`src/rtl/mc_ctrl.sv`:
```
// mc_ctrl - multicycle control FSM for the single-datapath MIPS core.
//
// Sequences fetch, register file, ALU and data memory one instruction at a
// time. opcode/funct come from the instruction register, which is loaded only
// in S_IF, so they are stable from S_ID until the next fetch.
//
// Ports:
//   clk, Reset        rising-edge clock, asynchronous active-high reset
//   opcode, funct     IR[31:26], IR[5:0]
//   zero              ALU equal flag (meaningful in S_EX)
//   pc_wr, ir_wr      PC / IR write enables
//   npc_op            next-PC source: 00 PC+4, 01 beq, 10 jal, 11 jr
//   rf_wr             register file write enable
//   rf_a3_sel         dest reg: 00 rt, 01 rd, 10 $31
//   rf_wd_sel         write-back data: 00 ALU, 01 DM, 10 PC+4
//   alu_src           ALU B: 0 rt data, 1 extended immediate
//   alu_op            000 add, 001 sub, 010 or, 011 lui
//   ext_op            00 zero-extend, 01 sign-extend
//   dm_wr             data memory write enable
//   state             current FSM state (debug)
//   illegal           one-cycle pulse in S_ID on an unsupported encoding
//   cycle_cnt,
//   instr_cnt         performance counters, only with MC_CTRL_PERF_EN defined
//
// Optional feature macro: MC_CTRL_PERF_EN.
// PC_RESET is the reset value of the PC register elsewhere; no logic here.
module mc_ctrl #(
    parameter logic [31:0] PC_RESET = 32'h0000_3000
) (
    input  logic        clk,
    input  logic        Reset,
    input  logic [5:0]  opcode,
    input  logic [5:0]  funct,
    input  logic        zero,
    output logic        pc_wr,
    output logic        ir_wr,
    output logic [1:0]  npc_op,
    output logic        rf_wr,
    output logic [1:0]  rf_a3_sel,
    output logic [1:0]  rf_wd_sel,
    output logic        alu_src,
    output logic [2:0]  alu_op,
    output logic [1:0]  ext_op,
    output logic        dm_wr,
    output logic [2:0]  state,
    output logic        illegal
`ifdef MC_CTRL_PERF_EN
    ,
    output logic [31:0] cycle_cnt,
    output logic [31:0] instr_cnt
`endif
);

    typedef enum logic [2:0] {
        S_IF  = 3'd0,
        S_ID  = 3'd1,
        S_EX  = 3'd2,
        S_MEM = 3'd3,
        S_WB  = 3'd4
    } state_t;

    state_t cur, nxt;

    logic unused_pc_reset;
    assign unused_pc_reset = ^PC_RESET;

    // Instruction decode
    logic is_r, is_addu, is_subu, is_sll, is_jr;
    logic is_ori, is_lui, is_lw, is_sw, is_beq, is_jal;
    logic is_alu_r, legal;

    assign is_r     = (opcode == 6'h00);
    assign is_addu  = is_r && (funct == 6'h21);
    assign is_subu  = is_r && (funct == 6'h23);
    assign is_sll   = is_r && (funct == 6'h00);
    assign is_jr    = is_r && (funct == 6'h08);
    assign is_ori   = (opcode == 6'h0D);
    assign is_lui   = (opcode == 6'h0F);
    assign is_lw    = (opcode == 6'h23);
    assign is_sw    = (opcode == 6'h2B);
    assign is_beq   = (opcode == 6'h04);
    assign is_jal   = (opcode == 6'h03);
    assign is_alu_r = is_addu || is_subu || is_sll;
    assign legal    = is_alu_r || is_jr || is_ori || is_lui || is_lw ||
                      is_sw || is_beq || is_jal;

    always_ff @(posedge clk or posedge Reset) begin
        if (Reset) cur <= S_IF;
        else       cur <= nxt;
    end

    assign state = cur;

    always_comb begin
        nxt       = S_IF;
        pc_wr     = 1'b0;
        ir_wr     = 1'b0;
        npc_op    = 2'b00;
        rf_wr     = 1'b0;
        rf_a3_sel = 2'b00;
        rf_wd_sel = 2'b00;
        alu_src   = 1'b0;
        alu_op    = 3'b000;
        ext_op    = 2'b00;
        dm_wr     = 1'b0;
        illegal   = 1'b0;

        // ALU/extension settings stay constant from S_EX through S_WB so the
        // ALU result register input does not change under the instruction.
        if (cur == S_EX || cur == S_MEM || cur == S_WB) begin
            if (is_subu || is_beq) alu_op = 3'b001;
            else if (is_ori)       alu_op = 3'b010;
            else if (is_lui)       alu_op = 3'b011;
            alu_src = is_ori || is_lui || is_lw || is_sw;
            if (is_lw || is_sw)    ext_op = 2'b01;
        end

        case (cur)
            S_IF: begin
                pc_wr = 1'b1;
                ir_wr = 1'b1;
                nxt   = S_ID;
            end
            S_ID: begin
                if (!legal) begin
                    illegal = 1'b1;
                    nxt     = S_IF;
                end else if (is_jal) begin
                    nxt = S_WB;
                end else begin
                    nxt = S_EX;
                end
            end
            S_EX: begin
                if (is_lw || is_sw) begin
                    nxt = S_MEM;
                end else if (is_beq) begin
                    // Not taken: PC already holds PC+4 from S_IF.
                    pc_wr  = zero;
                    npc_op = 2'b01;
                    nxt    = S_IF;
                end else if (is_jr) begin
                    pc_wr  = 1'b1;
                    npc_op = 2'b11;
                    nxt    = S_IF;
                end else begin
                    nxt = S_WB;
                end
            end
            S_MEM: begin
                if (is_sw) begin
                    dm_wr = 1'b1;
                    nxt   = S_IF;
                end else begin
                    nxt = S_WB;
                end
            end
            S_WB: begin
                rf_wr = 1'b1;
                nxt   = S_IF;
                if (is_jal) begin
                    rf_a3_sel = 2'b10;
                    rf_wd_sel = 2'b10;
                    pc_wr     = 1'b1;
                    npc_op    = 2'b10;
                end else if (is_lw) begin
                    rf_wd_sel = 2'b01;
                end else if (is_alu_r) begin
                    rf_a3_sel = 2'b01;
                end
            end
            default: nxt = S_IF;
        endcase

        // Reset gates every output combinationally so no strobe survives the
        // reset edge, even before the state register has been cleared.
        if (Reset) begin
            pc_wr     = 1'b0;
            ir_wr     = 1'b0;
            npc_op    = 2'b00;
            rf_wr     = 1'b0;
            rf_a3_sel = 2'b00;
            rf_wd_sel = 2'b00;
            alu_src   = 1'b0;
            alu_op    = 3'b000;
            ext_op    = 2'b00;
            dm_wr     = 1'b0;
            illegal   = 1'b0;
        end
    end

`ifdef MC_CTRL_PERF_EN
    // A legal instruction completes on any return to S_IF except from S_ID,
    // which only happens for an illegal encoding.
    logic instr_done;
    assign instr_done = (nxt == S_IF) && (cur != S_IF) && (cur != S_ID);

    always_ff @(posedge clk or posedge Reset) begin
        if (Reset) begin
            cycle_cnt <= 32'd0;
            instr_cnt <= 32'd0;
        end else begin
            cycle_cnt <= cycle_cnt + 32'd1;
            if (instr_done) instr_cnt <= instr_cnt + 32'd1;
        end
    end
`endif

endmodule

```
`config.mk`:
```
export PLATFORM = sky130hd
export DESIGN_NAME = mc_ctrl
export DESIGN_NICKNAME = d
export VERILOG_FILES = /design/src/rtl/mc_ctrl.sv
export SDC_FILE = /design/constraint.sdc
export NUM_CORES = 1
export LEC_CHECK = 0
export CAP_MARGIN = 20
export CORE_MARGIN = 2
export CORE_UTILIZATION = 36
export DETAILED_ROUTE_END_ITERATION = 12
export MAX_ROUTING_LAYER = met4
export PLACE_DENSITY = 0.76
export SLEW_MARGIN = 40
export SYNTH_ARGS = -nofsm -noshare
export SYNTH_HDL_FRONTEND = slang
export SYNTH_SLANG_ARGS = --single-unit
```
`constraint.sdc`:
```
create_clock -name clk -period 2.05 [get_ports clk]
set_clock_uncertainty 0.1 [all_clocks]
set_input_delay 0.41 -clock clk [delete_from_list [all_inputs] [get_ports clk]]
set_output_delay 0.41 -clock clk [all_outputs]
set_load 0.01 [all_outputs]
```
==> results.sh <==
export IMPL_status="finished with violations"
export IMPL_violations="negative setup slack"
export IMPL_track_usage_pct=30.2
export IMPL_dieWidth_um=43.7
export IMPL_end_kind="output port"
export IMPL_maxCapViolCount=0
export IMPL_drive_above_1_share_pct=67.3
export IMPL_wirelength_met1_um=1130
export IMPL_period_minus_slack_ps=2240
export IMPL_dr_pass1_iters=4
export IMPL_p_seq_share_pct=12.7
export IMPL_drtIter0Drc=29
export IMPL_synth_edf_count=0
export IMPL_setup_viol=9
export IMPL_ys_async_sr_fraction_pct=100
export IMPL_drc=0
export IMPL_core_area_um2=1490
export IMPL_grt_antenna_before_repair=0
export IMPL_cts_buffers=3
export IMPL_ctsHoldBuffers=0
export IMPL_diodes=0
export IMPL_cts_sinks=3
export IMPL_power_frac_clock_pct=19.0
export IMPL_final_core_util_pct=83.4
export IMPL_power_density_nw_per_um2=550
export IMPL_ys_seq_area_share_pct=13.2
export IMPL_leakage_uw=0.000582
export IMPL_synth_top_area_share_pct=13.2
export IMPL_grt_max_degree=11
export IMPL_swShare_pct=42.3
export IMPL_ioPinCount=35
export IMPL_wl_met3_um=202
export IMPL_io_buffer_count=32
export IMPL_top_layer="met4"
export IMPL_cts_buffer_depth=2
export IMPL_drv_slew=0
export IMPL_ir_drop_mv=0.426
export IMPL_drt_vias_per_instance=5.88
export IMPL_hold_viol=0
export IMPL_dp_hpwl_um=1600
export IMPL_crit_type="reg -> out"
export IMPL_setup_ws_ps=-187
export IMPL_cellInternalPower_uw=394
export IMPL_clk_pin_slew_worst_paths_ps=60
export IMPL_routed_wl_um=3100
export IMPL_grt_pass1_vias=979
export IMPL_start_kind="flip-flop"
export IMPL_switchingPower_uw=289
export IMPL_cts_tree="built"
export IMPL_ys_ff_latch=3
export IMPL_synth_common_cells="nor2_1, nand3_1, nand2_1"
export IMPL_rsz0062_at_grt="yes"
export IMPL_wl_met2_um=1610
export IMPL_synth_top_area_cell="dfrtp_1"
export IMPL_hold_path_class="in -> async"
export IMPL_dieArea_um2=1910
export IMPL_setup_tns_ps=-891
export IMPL_synthTopCellsByArea="dfrtp_1, nand3_1, nor2_1, nor4b_2, buf_4"
export IMPL_grt_pass1_wl_um=4190
export IMPL_rows=14
export IMPL_die_height_um=43.7
export IMPL_syn_inst=76
export IMPL_htree_levels=1
export IMPL_overflow=0
export IMPL_whs_ps=456
export IMPL_pre_cts_ws_ps=-727
export IMPL_largest_register_ffs=3
export IMPL_area_delta_synth_final_pct=119
export IMPL_pwr_share_comb_pct=68.3
export IMPL_max_freq_ghz=0.447
export IMPL_clk_latency_ps=260
export IMPL_cts_root_buf="clkbuf_4"
export IMPL_period_share_pct=109
export IMPL_syn_area_um2=567
export IMPL_cp_required_ps=1540
export IMPL_place_congestion=0.789
export IMPL_start_util_pct=38.1
export IMPL_detailroute_via_count=959
export IMPL_synth_flop_cell="dfrtp_1"
export IMPL_yosysWarnings=0
export IMPL_wl_per_cell_um=19.0
export IMPL_nNetsFinal=163
export IMPL_crit_fanout=3
export IMPL_cp_data_arrival_time_ps=1730
export IMPL_yosysUniqueCellTypes=42
export IMPL_synth_most_common_cell="nor2_1"
export IMPL_avgSynthCellArea_um2=7.46
export IMPL_ant_nets=0
[placed cells by master, fill, tap and decap left out, types with 2 or more instances in the layout]
cell,Yosys,layout
buf_6,2,6
nor2_1,9,4
buf_4,3,36
conb_1,1,2
buf_2,2,16
nor2_4,0,2
clkbuf_4,0,3
dlygate4sd2_1,0,5
clkdlybuf4s50_1,0,4
nor3_4,0,4
nand3_1,7,4
nor2_2,1,4
and3b_2,2,2
nand2_1,5,3
nand2_2,1,3
dfrtp_1,3,3
nand3_2,1,4
clkbuf_2,0,4
inv_1,2,2
nor4_4,0,2
nor4_2,1,2
[critical path, stage by stage, from the launching register on]
cell and delay (ps):
dfrtp_1 400, buf_6 130, buf_6 110, nor4b_4 290
nand3_2 160, a21oi_2 130, a211o_1 120, buf_2 130
[power by group through the flow]
stage	Clock [uW]	Combinational [uW]	Sequential, uW
3_5_place_dp	0	320	91.3
2_1_floorplan	0	139	86.8
4_1_cts	109	408	83.3
6_report	130	467	86.6
5_1_grt	141	489	87.9
3_3_place_gp	0	310	87.7
[repair_timing]
action,4_1_cts,5_1_grt
buffers inserted,14,5
pin swaps,13,13
setup endpoints to repair,15,14
resized for setup,96,31
[path summary, 6_finish.rpt]
check | start | to | slack, ps | cells after the start
max reg2reg | state[2]$_DFF_PP0_ | state[0]$_DFF_PP0_ | 650 | 4
min | Reset | state[2]$_DFF_PP0_ | 460 | 4
max in group asynchronous | Reset | state[0]$_DFF_PP0_ | 1290 | 4
min reg2reg | state[1]$_DFF_PP0_ | state[0]$_DFF_PP0_ | 730 | 2
min in group clk | opcode[5] | state[2]$_DFF_PP0_ | 690 | 6
max | state[0]$_DFF_PP0_ | pc_wr | -190 | 7
[metrics by stage]
| step | total power, uW | area (um^2) | std cells |
|---|---|---|---|
| 6_report | 683 | 1240 | 163 |
| 3_5_place_dp | 411 | 1040 | 142 |
| 2_1_floorplan | 226 | 571 | 77 |
| 5_1_grt | 718 | 1240 | 163 |
| 3_3_place_gp | 398 | 1040 | 142 |
| 4_1_cts | 600 | 1190 | 160 |
[per-layer routing]
layer | track usage, % | vias to the layer above
met3 | 3.33 | 21
li1 | - | 419
met2 | 52.4 | 68
met4 | 17.0 | 0
met5 | - | -
met1 | 32.9 | 451
[cell type report]
class                   instances  area, um^2
flip-flops and latches          3        75.1
clock buffers                   4        26.3
repair buffers                 73         543
inverters                       2        7.51
well taps                      16        20.0
multi-input cells              65         571
fillers                        89         246
[logic make-up (layout without fill, tap and decap cells)]
kind of cell | Yosys count | after routing | synth area share (%)
and+or+nand+nor | 48 | 48 | 55.2
AOI/OAI and AO/OA | 13 | 13 | 16.1
buffers and inverters | 9 | 79 | 11.0
DFF | 3 | 3 | 13.2
muxes | 2 | 2 | 3.75
other | 1 | 2 | 0.662
No activity file was read; power rests on OpenSTA's default activity.
==> RTL edit (same flow settings) <==
The option `MC_CTRL_PERF_EN` is turned on by a define.
--- a/src/rtl/mc_ctrl.sv
+++ b/src/rtl/mc_ctrl.sv
@@ -25,4 +25,6 @@
 // Optional feature macro: MC_CTRL_PERF_EN.
 // PC_RESET is the reset value of the PC register elsewhere; no logic here.
+`define MC_CTRL_PERF_EN
+
 module mc_ctrl #(
     parameter logic [31:0] PC_RESET = 32'h0000_3000
Behaviour (old outputs only; new: cycle_cnt and instr_cnt): unchanged (Yosys induction, for registers that start in step).
==> RTL edit against the unedited design <==
- the flow still finishes with violations (negative setup slack)
- worst setup slack lost 0.10 ns
- core utilization shrank 21 points
- final cell count grew to 4.0 times the old value
- design area grew to 4.7 times the old value
- routed wire length grew to 3.3 times the old value
- power grew to 5.1 times the old value
- sequential cell count grew 64
- synthesized area grew to 6.1 times the old value
- largest power group is now sequential cells
- highest routed layer unchanged
==> RTL edit: results (changes against the unedited design) <==
Outcome
  • Outcome: complete, but fails checks
  • Failing checks: negative setup slack

GRT
  • Met3 GRT Util: 0.0643 (+0.0310)
  • First-pass GRT wire length: 16.1 mm (+280%)
  • Total Routing Usage GR: 0.202 (-0.0998)
  • Vias in the first global route: 3342 (+240%)
  • M2 GR Usage: 0.332 (-0.192)
  • Largest net degree at the start of global routing: 42 (+31)
  • M1 GR Usage: 0.240 (-0.0893)

Setup path
  • Critical path data arrival time: 1.83 ns (+0.10 ns)
  • Reg2reg start: state[1]
  • Reg-to-Reg End: instr_cnt[31]
  • R2R depth: 9 (+5)
  • Critical-path top delay cell: or4_4
  • Flop2flop setup slack: -0.05 ns (-0.70 ns)
  • CP peak stage delay: 0.53 ns (+0.13 ns)

Timing
  • Final Hold Fails: 0 (unchanged)
  • Worst setup margin: -0.288 ns (-0.100 ns)
  • Sum of negative setup slack: -1.87 ns (-0.984 ns)
  • # setup viols final: 23 (+14)

CTS
  • Cts bufs inserted: 9 (+6)
  • H-tree levels: 3 (+2)
  • Worst skew pair latency: 0.33 ns (+0.07 ns)
  • Largest buffer count on any clock path: 2 (unchanged)
  • Clock root buffer: clkbuf_8

Synthesis
  • Adder-Cell Fraction of Synth Area: 0.00721 (+0.00721)
  • Post-synth top cells: 67 x dfrtp_1, 44 x xnor2_1, 30 x nand3_1
  • Xor/xnor share of the synthesized area: 0.154 (+0.154)
  • Top post-synthesis cells by area: dfrtp_1 48%, xnor2_1 11%, nand3_1 4.3%
  • Distinct cells, synth: 57 (+36%)
  • Mux share of post-synthesis cell area: 0.00577 (-0.0318)
  • Seq/Total Area, Yosys: 0.483 (+0.351)

Detailed routing
  • DR vias: 3228 (+240%)
  • Iter 0 DRT Violations: 97 (+230%)
  • Routed len/inst: 15.7 um (-17%)
  • Drt first pass iters: 4 (unchanged)

Placement
  • GP Congestion: 0.871 (+10%)
  • DP Wirelength: 6.91 mm (+330%)
  • Port buffer count: 96 (+200%)

Min path
  • Min-delay src: cycle_cnt[31]
  • Worst min-delay path category: reg -> reg
  • Hold Path Depth: 1
  • Worst hold endpoint: cycle_cnt[31]

Cells and area
  • Final net count: 532 (+230%)

Pwr
  • Worst vdd ir: 0.000431 V (+1.3%)
-- RTL edit: worst max-delay path by stage --
stage	start	end	slack (ns)
after floorplan	Reset	npc_op[1]	-0.28
after global placement	opcode[4]	illegal	-1.00
after detailed placement	opcode[4]	illegal	-1.07
after CTS	opcode[5]	rf_a3_sel[0]	-0.28
after global routing	opcode[5]	illegal	-0.35
final	opcode[5]	rf_a3_sel[0]	-0.29
-- RTL edit: repair_timing --
action	CTS	global route
setup buffers	22	13
pin swaps	30	40
cloned	1	1
gates resized for setup	150	61
endpoints found under the hold margin	0	0
setup endpoints to repair	49	50
-- RTL edit: stage by stage --
stage	util	setup slack [ns]	cells	hold slack (ns)	power (W)
floorplan	-	-0.283	331	0.404	0.00174
global placement	0.535	-1.00	601	0.357	0.00213
detailed placement	0.535	-1.07	601	0.364	0.00214
CTS	0.592	-0.276	637	0.374	0.00342
global route	0.625	-0.349	648	0.405	0.00365
finish	0.625	-0.288	648	0.365	0.00349
-- RTL edit: layer usage --
layer | wire [um] | part of all wire
met1 | 4200 | 0.41
met3 | 650 | 0.064
met2 | 5160 | 0.51
met4 | 182 | 0.018
met5 | 0 | 0
-- RTL edit: layout make-up --
class / count / area (um2) / share of cell area
well taps: 129 / 161 / 0.0278
repair buffers: 184 / 1650 / 0.285
clock buffers: 12 / 155 / 0.0267
multi-input cells: 244 / 2070 / 0.357
clock inverters: 3 / 46.3 / 0.00798
flip-flops and latches: 67 / 1680 / 0.289
inverters: 9 / 40.0 / 0.00690
-- RTL edit: report_power, final --
group          switching (W)  internal, W  total [W]
Combinational       0.000455     0.000504   0.000960
Sequential         0.0000437      0.00137    0.00141
Clock               0.000490     0.000627    0.00112
